<file path="src/rtl/ecc_ctrl_pkg.sv">
// Shared types and parameter defaults for the ECC command scheduler and its FIFO.
package ecc_ctrl_pkg;

    localparam int unsigned AMBA_WORD_DEF  = 16;
    localparam int unsigned DATA_WIDTH_DEF = 8;
    localparam int unsigned FIFO_DEPTH_DEF = 2;
    localparam int unsigned TIMEOUT_DEF    = 64;

    typedef enum logic [1:0] {
        ENC     = 2'd0,
        DEC     = 2'd1,
        FULL    = 2'd2,
        ILLEGAL = 2'd3
    } opcode_t;

    typedef enum logic [1:0] {
        CW_8   = 2'd0,
        CW_16  = 2'd1,
        CW_32  = 2'd2,
        CW_BAD = 2'd3
    } cw_width_t;

    typedef enum logic [2:0] {
        IDLE,
        ISSUE_ENC,
        WAIT_ENC,
        ISSUE_DEC,
        WAIT_DEC,
        REPORT
    } sched_state_t;

    typedef struct packed {
        opcode_t                  opcode;
        cw_width_t                width;
        logic [AMBA_WORD_DEF-1:0] data;
        logic [AMBA_WORD_DEF-1:0] noise;
    } ecc_cmd_t;

    function automatic logic cmd_is_legal(input opcode_t op, input cw_width_t w);
        return (op != ILLEGAL) && (w != CW_BAD);
    endfunction

endpackage

</file>
<file path="src/rtl/ecc_cmd_fifo.sv">
// Synchronous command FIFO; pointers carry an extra wrap bit to tell full from empty.
module ecc_cmd_fifo
    import ecc_ctrl_pkg::*;
#(
    parameter int unsigned DEPTH = FIFO_DEPTH_DEF
) (
    input  logic     clk_i,
    input  logic     rst_i,
    input  logic     push_i,
    input  ecc_cmd_t din_i,
    input  logic     pop_i,
    output ecc_cmd_t dout_o,
    output logic     full_o,
    output logic     empty_o
);

    localparam int unsigned AW = $clog2(DEPTH);

    ecc_cmd_t        mem_q [DEPTH];
    logic [AW:0]     wr_ptr_q;
    logic [AW:0]     rd_ptr_q;

    assign full_o  = (wr_ptr_q[AW] != rd_ptr_q[AW]) &&
                     (wr_ptr_q[AW-1:0] == rd_ptr_q[AW-1:0]);
    assign empty_o = (wr_ptr_q == rd_ptr_q);
    assign dout_o  = mem_q[rd_ptr_q[AW-1:0]];

    always_ff @(posedge clk_i) begin
        if (rst_i) begin
            wr_ptr_q <= '0;
            rd_ptr_q <= '0;
        end else begin
            if (push_i && !full_o) begin
                mem_q[wr_ptr_q[AW-1:0]] <= din_i;
                wr_ptr_q                <= wr_ptr_q + (AW+1)'(1);
            end
            if (pop_i && !empty_o) begin
                rd_ptr_q <= rd_ptr_q + (AW+1)'(1);
            end
        end
    end

endmodule

</file>
<file path="src/rtl/ecc_op_scheduler.sv">
// Buffers APB-issued ECC commands and runs each over the shared encode/decode datapath,
// chaining encode -> noise XOR -> decode for full-channel commands.
module ecc_op_scheduler
    import ecc_ctrl_pkg::*;
#(
    parameter int unsigned AMBA_WORD  = AMBA_WORD_DEF,
    parameter int unsigned DATA_WIDTH = DATA_WIDTH_DEF,
    parameter int unsigned FIFO_DEPTH = FIFO_DEPTH_DEF,
    parameter int unsigned TIMEOUT    = TIMEOUT_DEF
) (
    input  logic                 clk,
    input  logic                 reset,
    input  logic [AMBA_WORD-1:0] CTRL,
    input  logic [AMBA_WORD-1:0] DATA_IN,
    input  logic [AMBA_WORD-1:0] CODEWORD_WIDTH,
    input  logic [AMBA_WORD-1:0] NOISE,
    input  logic                 CTRL_ready,
    output logic                 cmd_accept,
    output logic                 cmd_drop,
    output logic                 busy,
    output logic                 dp_start,
    output logic                 dp_mode,
    output logic [AMBA_WORD-1:0] dp_data,
    output logic [1:0]           dp_width,
    input  logic                 dp_done,
    input  logic [AMBA_WORD-1:0] dp_result,
    input  logic [1:0]           dp_num_err,
    output logic [AMBA_WORD-1:0] data_out,
    output logic                 operation_done,
    output logic [1:0]           num_of_errors,
    output logic                 timeout
);

    localparam int unsigned   TW       = $clog2(TIMEOUT);
    localparam logic [TW-1:0] TMO_LAST = TW'(TIMEOUT - 1);

    ecc_cmd_t             cmd_in;
    ecc_cmd_t             fifo_head;
    logic                 fifo_full;
    logic                 fifo_empty;
    logic                 cmd_legal;
    logic                 push;
    logic                 pop;

    sched_state_t         state_q;
    opcode_t              cur_op_q;
    logic [AMBA_WORD-1:0] cur_noise_q;
    logic [TW-1:0]        tmo_cnt_q;

    logic                 cmd_accept_q;
    logic                 cmd_drop_q;
    logic                 dp_start_q;
    logic                 dp_mode_q;
    logic [AMBA_WORD-1:0] dp_data_q;
    logic [1:0]           dp_width_q;
    logic [AMBA_WORD-1:0] data_out_q;
    logic                 op_done_q;
    logic [1:0]           num_err_q;
    logic                 timeout_q;

    logic                 unused_ok;
    assign unused_ok = ^{CTRL[AMBA_WORD-1:2], CODEWORD_WIDTH[AMBA_WORD-1:2],
                         (DATA_WIDTH > AMBA_WORD)};

    always_comb begin
        cmd_in = '{opcode: opcode_t'(CTRL[1:0]),
                   width:  cw_width_t'(CODEWORD_WIDTH[1:0]),
                   data:   DATA_IN,
                   noise:  NOISE};
    end

    // Fullness is judged before any same-cycle pop, so a push while full is always dropped.
    assign cmd_legal = cmd_is_legal(cmd_in.opcode, cmd_in.width);
    assign push      = CTRL_ready && cmd_legal && !fifo_full;
    assign pop       = (state_q == IDLE) && !fifo_empty;

    ecc_cmd_fifo #(
        .DEPTH (FIFO_DEPTH)
    ) u_fifo (
        .clk_i   (clk),
        .rst_i   (reset),
        .push_i  (push),
        .din_i   (cmd_in),
        .pop_i   (pop),
        .dout_o  (fifo_head),
        .full_o  (fifo_full),
        .empty_o (fifo_empty)
    );

    always_ff @(posedge clk) begin
        if (reset) begin
            cmd_accept_q <= 1'b0;
            cmd_drop_q   <= 1'b0;
        end else begin
            cmd_accept_q <= push;
            cmd_drop_q   <= CTRL_ready && !push;
        end
    end

    always_ff @(posedge clk) begin
        if (reset) begin
            state_q     <= IDLE;
            cur_op_q    <= ENC;
            cur_noise_q <= '0;
            tmo_cnt_q   <= '0;
            dp_start_q  <= 1'b0;
            dp_mode_q   <= 1'b0;
            dp_data_q   <= '0;
            dp_width_q  <= '0;
            data_out_q  <= '0;
            op_done_q   <= 1'b0;
            num_err_q   <= '0;
            timeout_q   <= 1'b0;
        end else begin
            dp_start_q <= 1'b0;
            op_done_q  <= 1'b0;
            timeout_q  <= 1'b0;
            case (state_q)
                IDLE: begin
                    if (!fifo_empty) begin
                        cur_op_q    <= fifo_head.opcode;
                        cur_noise_q <= fifo_head.noise;
                        dp_data_q   <= fifo_head.data;
                        dp_width_q  <= fifo_head.width;
                        dp_start_q  <= 1'b1;
                        if (fifo_head.opcode == DEC) begin
                            dp_mode_q <= 1'b1;
                            state_q   <= ISSUE_DEC;
                        end else begin
                            dp_mode_q <= 1'b0;
                            state_q   <= ISSUE_ENC;
                        end
                    end
                end
                ISSUE_ENC: begin
                    tmo_cnt_q <= '0;
                    state_q   <= WAIT_ENC;
                end
                ISSUE_DEC: begin
                    tmo_cnt_q <= '0;
                    state_q   <= WAIT_DEC;
                end
                WAIT_ENC: begin
                    if (dp_done) begin
                        if (cur_op_q == FULL) begin
                            // Second leg issues straight from the encode result plus channel noise.
                            dp_data_q  <= dp_result ^ cur_noise_q;
                            dp_mode_q  <= 1'b1;
                            dp_start_q <= 1'b1;
                            state_q    <= ISSUE_DEC;
                        end else begin
                            data_out_q <= dp_result;
                            num_err_q  <= 2'd0;
                            op_done_q  <= 1'b1;
                            state_q    <= REPORT;
                        end
                    end else if (tmo_cnt_q == TMO_LAST) begin
                        data_out_q <= '0;
                        num_err_q  <= 2'd3;
                        op_done_q  <= 1'b1;
                        timeout_q  <= 1'b1;
                        state_q    <= REPORT;
                    end else begin
                        tmo_cnt_q <= tmo_cnt_q + TW'(1);
                    end
                end
                WAIT_DEC: begin
                    if (dp_done) begin
                        data_out_q <= dp_result;
                        num_err_q  <= dp_num_err;
                        op_done_q  <= 1'b1;
                        state_q    <= REPORT;
                    end else if (tmo_cnt_q == TMO_LAST) begin
                        data_out_q <= '0;
                        num_err_q  <= 2'd3;
                        op_done_q  <= 1'b1;
                        timeout_q  <= 1'b1;
                        state_q    <= REPORT;
                    end else begin
                        tmo_cnt_q <= tmo_cnt_q + TW'(1);
                    end
                end
                REPORT: begin
                    state_q <= IDLE;
                end
                default: begin
                    state_q <= IDLE;
                end
            endcase
        end
    end

    assign busy           = !fifo_empty || (state_q != IDLE);
    assign cmd_accept     = cmd_accept_q;
    assign cmd_drop       = cmd_drop_q;
    assign dp_start       = dp_start_q;
    assign dp_mode        = dp_mode_q;
    assign dp_data        = dp_data_q;
    assign dp_width       = dp_width_q;
    assign data_out       = data_out_q;
    assign operation_done = op_done_q;
    assign num_of_errors  = num_err_q;
    assign timeout        = timeout_q;

endmodule

</file>
<file path="config.mk">
export PLATFORM = sky130hd
export DESIGN_NAME = ecc_op_scheduler
export DESIGN_NICKNAME = d
export VERILOG_FILES = /design/src/rtl/ecc_ctrl_pkg.sv /design/src/rtl/ecc_cmd_fifo.sv /design/src/rtl/ecc_op_scheduler.sv
export SDC_FILE = /design/constraint.sdc
export NUM_CORES = 1
export LEC_CHECK = 0
export BUFFER_PORTS_ARGS = -buffer_cell sky130_fd_sc_hd__buf_2
export CORE_MARGIN = 2
export CORE_UTILIZATION = 40
export CTS_BUF_LIST = sky130_fd_sc_hd__clkbuf_16
export CTS_CLUSTER_SIZE = 12
export DETAILED_ROUTE_END_ITERATION = 10
export PLACE_DENSITY = 0.59
export SYNTH_ARGS = -nofsm -noshare
export SYNTH_HDL_FRONTEND = slang
export SYNTH_SLANG_ARGS = --single-unit
</file>
<file path="constraint.sdc">
create_clock -name clk -period 8.9 [get_ports clk]
set_clock_uncertainty 0.15 [all_clocks]
set_input_delay 1.335 -clock clk [delete_from_list [all_inputs] [get_ports clk]]
set_output_delay 1.335 -clock clk [all_outputs]
set_load 0.01 [all_outputs]
</file>
==> results.py <==
metrics = {
    "synthesis": {
        "async_reset_ff_share_pct": 0,
        "synth.distinct_cells": 49,
        "syn_area_um2": 5790,
        "synth.area.top_cells": "edfxtp_1 37%, dfxtp_1 26%, mux2i_1 6.2%",
        "yosysWarnings": 0,
        "synth_nets": 572,
        "seq_area_frac_synth_pct": 62.9,
        "yosysMostFrequentCell": "dfxtp_1",
        "syn_avg_cell_area_um2": 11.9,
        "synthCells": 485,
        "yosys_most_used_dff": "dfxtp_1",
        "ys_ff_latch": 146,
        "yosys-top-cells-count": "74 x dfxtp_1, 72 x edfxtp_1, 38 x a21oi_1, 36 x mux2i_1, 36 x nand3_1",
        "yosysTopAreaCellShare_pct": 37.3,
        "synth_edf_count": 72,
        "yosysTopAreaCell": "edfxtp_1",
    },
    "power": {
        "pwr-share-clk_pct": 30.4,
        "max-vdd-ir-drop_v": 0.000170,
        "powerDensity_nw_per_um2": 328,
        "leakage_nw": 2.70,
        "swShare_pct": 33.2,
        "p_int_mw": 1.53,
        "power.total_mw": 2.30,
        "switchingPower_mw": 0.762,
        "combinationalPowerShare_pct": 30.3,
        "seqPwrFrac_pct": 39.3,
    },
    "grt": {
        "grt_pass1_vias": 3911,
        "grt_pass1_wl_um": 20700,
        "grt_overflow_total": 0,
        "antenna_found_initial": 0,
        "grt_usage_pct": 17.2,
        "grt_max_degree": 74,
    },
    "final_layout": {
        "fin_nets": 662,
        "multi_input_comb_area_um2": 1980,
        "areaGrowthSynthToFinish_pct": 20.7,
        "fillers": 1274,
        "drive_gt1_share_pct": 24.5,
        "antenna_cells": 0,
        "fin_area_um2": 6990,
        "seq_area_um2": 3640,
    },
    "route": {
        "drt_iter0_drc": 293,
        "vias": 4090,
        "drt-wirelength-per-cell_um": 17.3,
        "routed_via_density": 5.33,
        "drc": 0,
        "ant_nets": 0,
        "wirelength_um": 13300,
        "dr.pass1.iters": 4,
    },
    "job": {
        "drv_cap": 0,
    },
    "floorplan": {
        "die_height_um": 124,
        "core_um2": 14000,
        "num_rows": 43,
        "die_area_um2": 15500,
        "initial_utilization_pct": 41.4,
        "ios": 129,
        "die-width_um": 124,
    },
    "hold_path": {
        "holdPathStages": 2,
        "worstHoldStart": "data_out[15]$_SDFFE_PP0P_",
        "holdPathEnd": "data_out[15]$_SDFFE_PP0P_",
        "hold_path.class": "reg -> reg",
    },
    "setup_path": {
        "r2r-start": "state_q[1]$_SDFFE_PP0N_",
        "critPathRequiredTime_ps": 7410,
        "path_class": "reg -> out",
        "worstPathArrival_ps": 1600,
        "start_kind": "flip-flop",
        "r2r_slack_ps": 6520,
        "r2r-end": "u_fifo.rd_ptr_q[1]$_SDFFE_PP0P_",
        "r2r_cells": 4,
        "cp-end-kind": "output port",
        "cp_max_fo": 5,
    },
    "outcome": {
        "status": "finished, final reports clean",
    },
    "sta": {
        "finalSetupTns_ps": 0,
        "maxSlewViolCount": 0,
        "hold_viol": 0,
        "worstMarginPinSlew_ps": 1150,
        "slew_headroom_pct": 23.0,
        "report.final.setup_viol": 0,
        "max_freq_mhz": 324,
        "rsz0062_at_grt": "false",
        "fin_ws_ps": 5820,
        "holdWs_ps": 321,
        "post-route-min-period_ps": 3080,
        "finalCritPeriodShare_pct": 34.7,
    },
    "placement": {
        "place_area_um2": 6410,
        "place_ws_ps": 5530,
        "gp_congestion": 0.795,
        "port_buffers": 100,
        "hpwl_um": 8620,
    },
    "clock_tree": {
        "cts-buffers-inserted": 17,
        "cts_setup_buffers": 0,
        "insertion_delay_ps": 410,
        "cts_hold_buf": 0,
        "cts_resized": 0,
        "cts.sinks": 146,
        "cts_root_buffer": "clkbuf_16",
        "htreeDepth": 4,
        "path_clk_slew_ps": 60,
        "clock_path_buffers": 2,
        "cts_tree": "yes",
    },
}
-- worst max-delay path: stages (launching register included) --
cell and delay (ps):
dfxtp_1 400, xor2_1 350, or2_2 190, nand2b_1 120, buf_2 130
-- worst max path at each step --
stage                     cells past startpoint                            start  slack (ps)                      endpoint
after floorplan                               3                            reset        4030  u_fifo.mem_q[0][0]$_DFFE_PP_
after global placement                        5                          dp_done        5570       dp_data[1]$_SDFFE_PP0P_
after detailed placement                      5                          dp_done        5530       dp_data[9]$_SDFFE_PP0P_
after CTS                                     4  u_fifo.rd_ptr_q[0]$_SDFFE_PP0P_        5810                          busy
after global routing                          4  u_fifo.rd_ptr_q[0]$_SDFFE_PP0P_        5730                          busy
final                                         4  u_fifo.rd_ptr_q[0]$_SDFFE_PP0P_        5820                          busy
-- logic make-up after synthesis --
group,after synthesis,synth area share [%]
buf+inv,39,3.15
simple gates,126,10.9
xor+xnor,22,3.33
fa+ha+maj,1,0.216
mux,36,6.22
flops,146,62.9
compound gates,115,13.3
-- cell type report --
class                   count  area share (%)
flip-flops and latches    146            52.1
multi-input cells         300            28.3
repair buffers            107            7.91
clock buffers              17            6.08
well taps                 180            3.22
clock inverters            15            2.24
inverters                   3           0.161
-- sequential cells by signal, indices dropped and copies added, names as in the netlist, 2 cells and up, named ones only --
signal / cells
u_fifo.mem_q: 72
cur_noise_q: 16
data_out: 16
dp_data: 16
tmo_cnt_q: 6
state_q: 3
cur_op_q: 2
dp_width: 2
num_of_errors: 2
u_fifo.rd_ptr_q: 2
u_fifo.wr_ptr_q: 2
-- metal layers --
layer	global-route usage (%)	share of wire, %
met1	22.5	46
met2	26.9	46
met3	5.03	5.5
met4	6.54	1.6
met5	0	0
-- stage by stage --
step                util, %  std cells
detailed placement     45.8        736
CTS                    50.0        768
floorplan                 -        485
global placement       45.8        736
global route           50.0        768
finish                 50.0        768
-- power groups by stage --
stage | clock network [mW] | registers, mW | logic, mW
after floorplan | 0 | 0.922 | 0.497
after global placement | 0 | 0.911 | 0.687
after detailed placement | 0 | 0.916 | 0.702
after CTS | 0.708 | 0.902 | 0.703
after global routing | 0.737 | 0.915 | 0.766
final | 0.697 | 0.902 | 0.696
-- cell usage in the layout (no fill, tap or decap), drive strengths merged, types with 3 or more instances in the layout --
cell | synthesis | layout
nor3b | 3 | 3
nor3 | 8 | 8
nor4 | 4 | 4
mux2i | 36 | 36
clkbuf | 18 | 17
nand2 | 23 | 23
nor2 | 31 | 31
o221ai | 16 | 16
o21ai | 19 | 19
nand2b | 5 | 5
clkinvlp | 0 | 4
a311oi | 3 | 3
and3b | 4 | 4
edfxtp | 72 | 72
and3 | 4 | 4
a211oi | 21 | 21
dfxtp | 74 | 74
buf | 18 | 107
inv | 3 | 9
xnor2 | 3 | 3
a211o | 4 | 4
nand3 | 36 | 36
bufinv | 0 | 3
a21oi | 38 | 38
xor2 | 19 | 19
No activity file was read; power rests on OpenSTA's default activity.
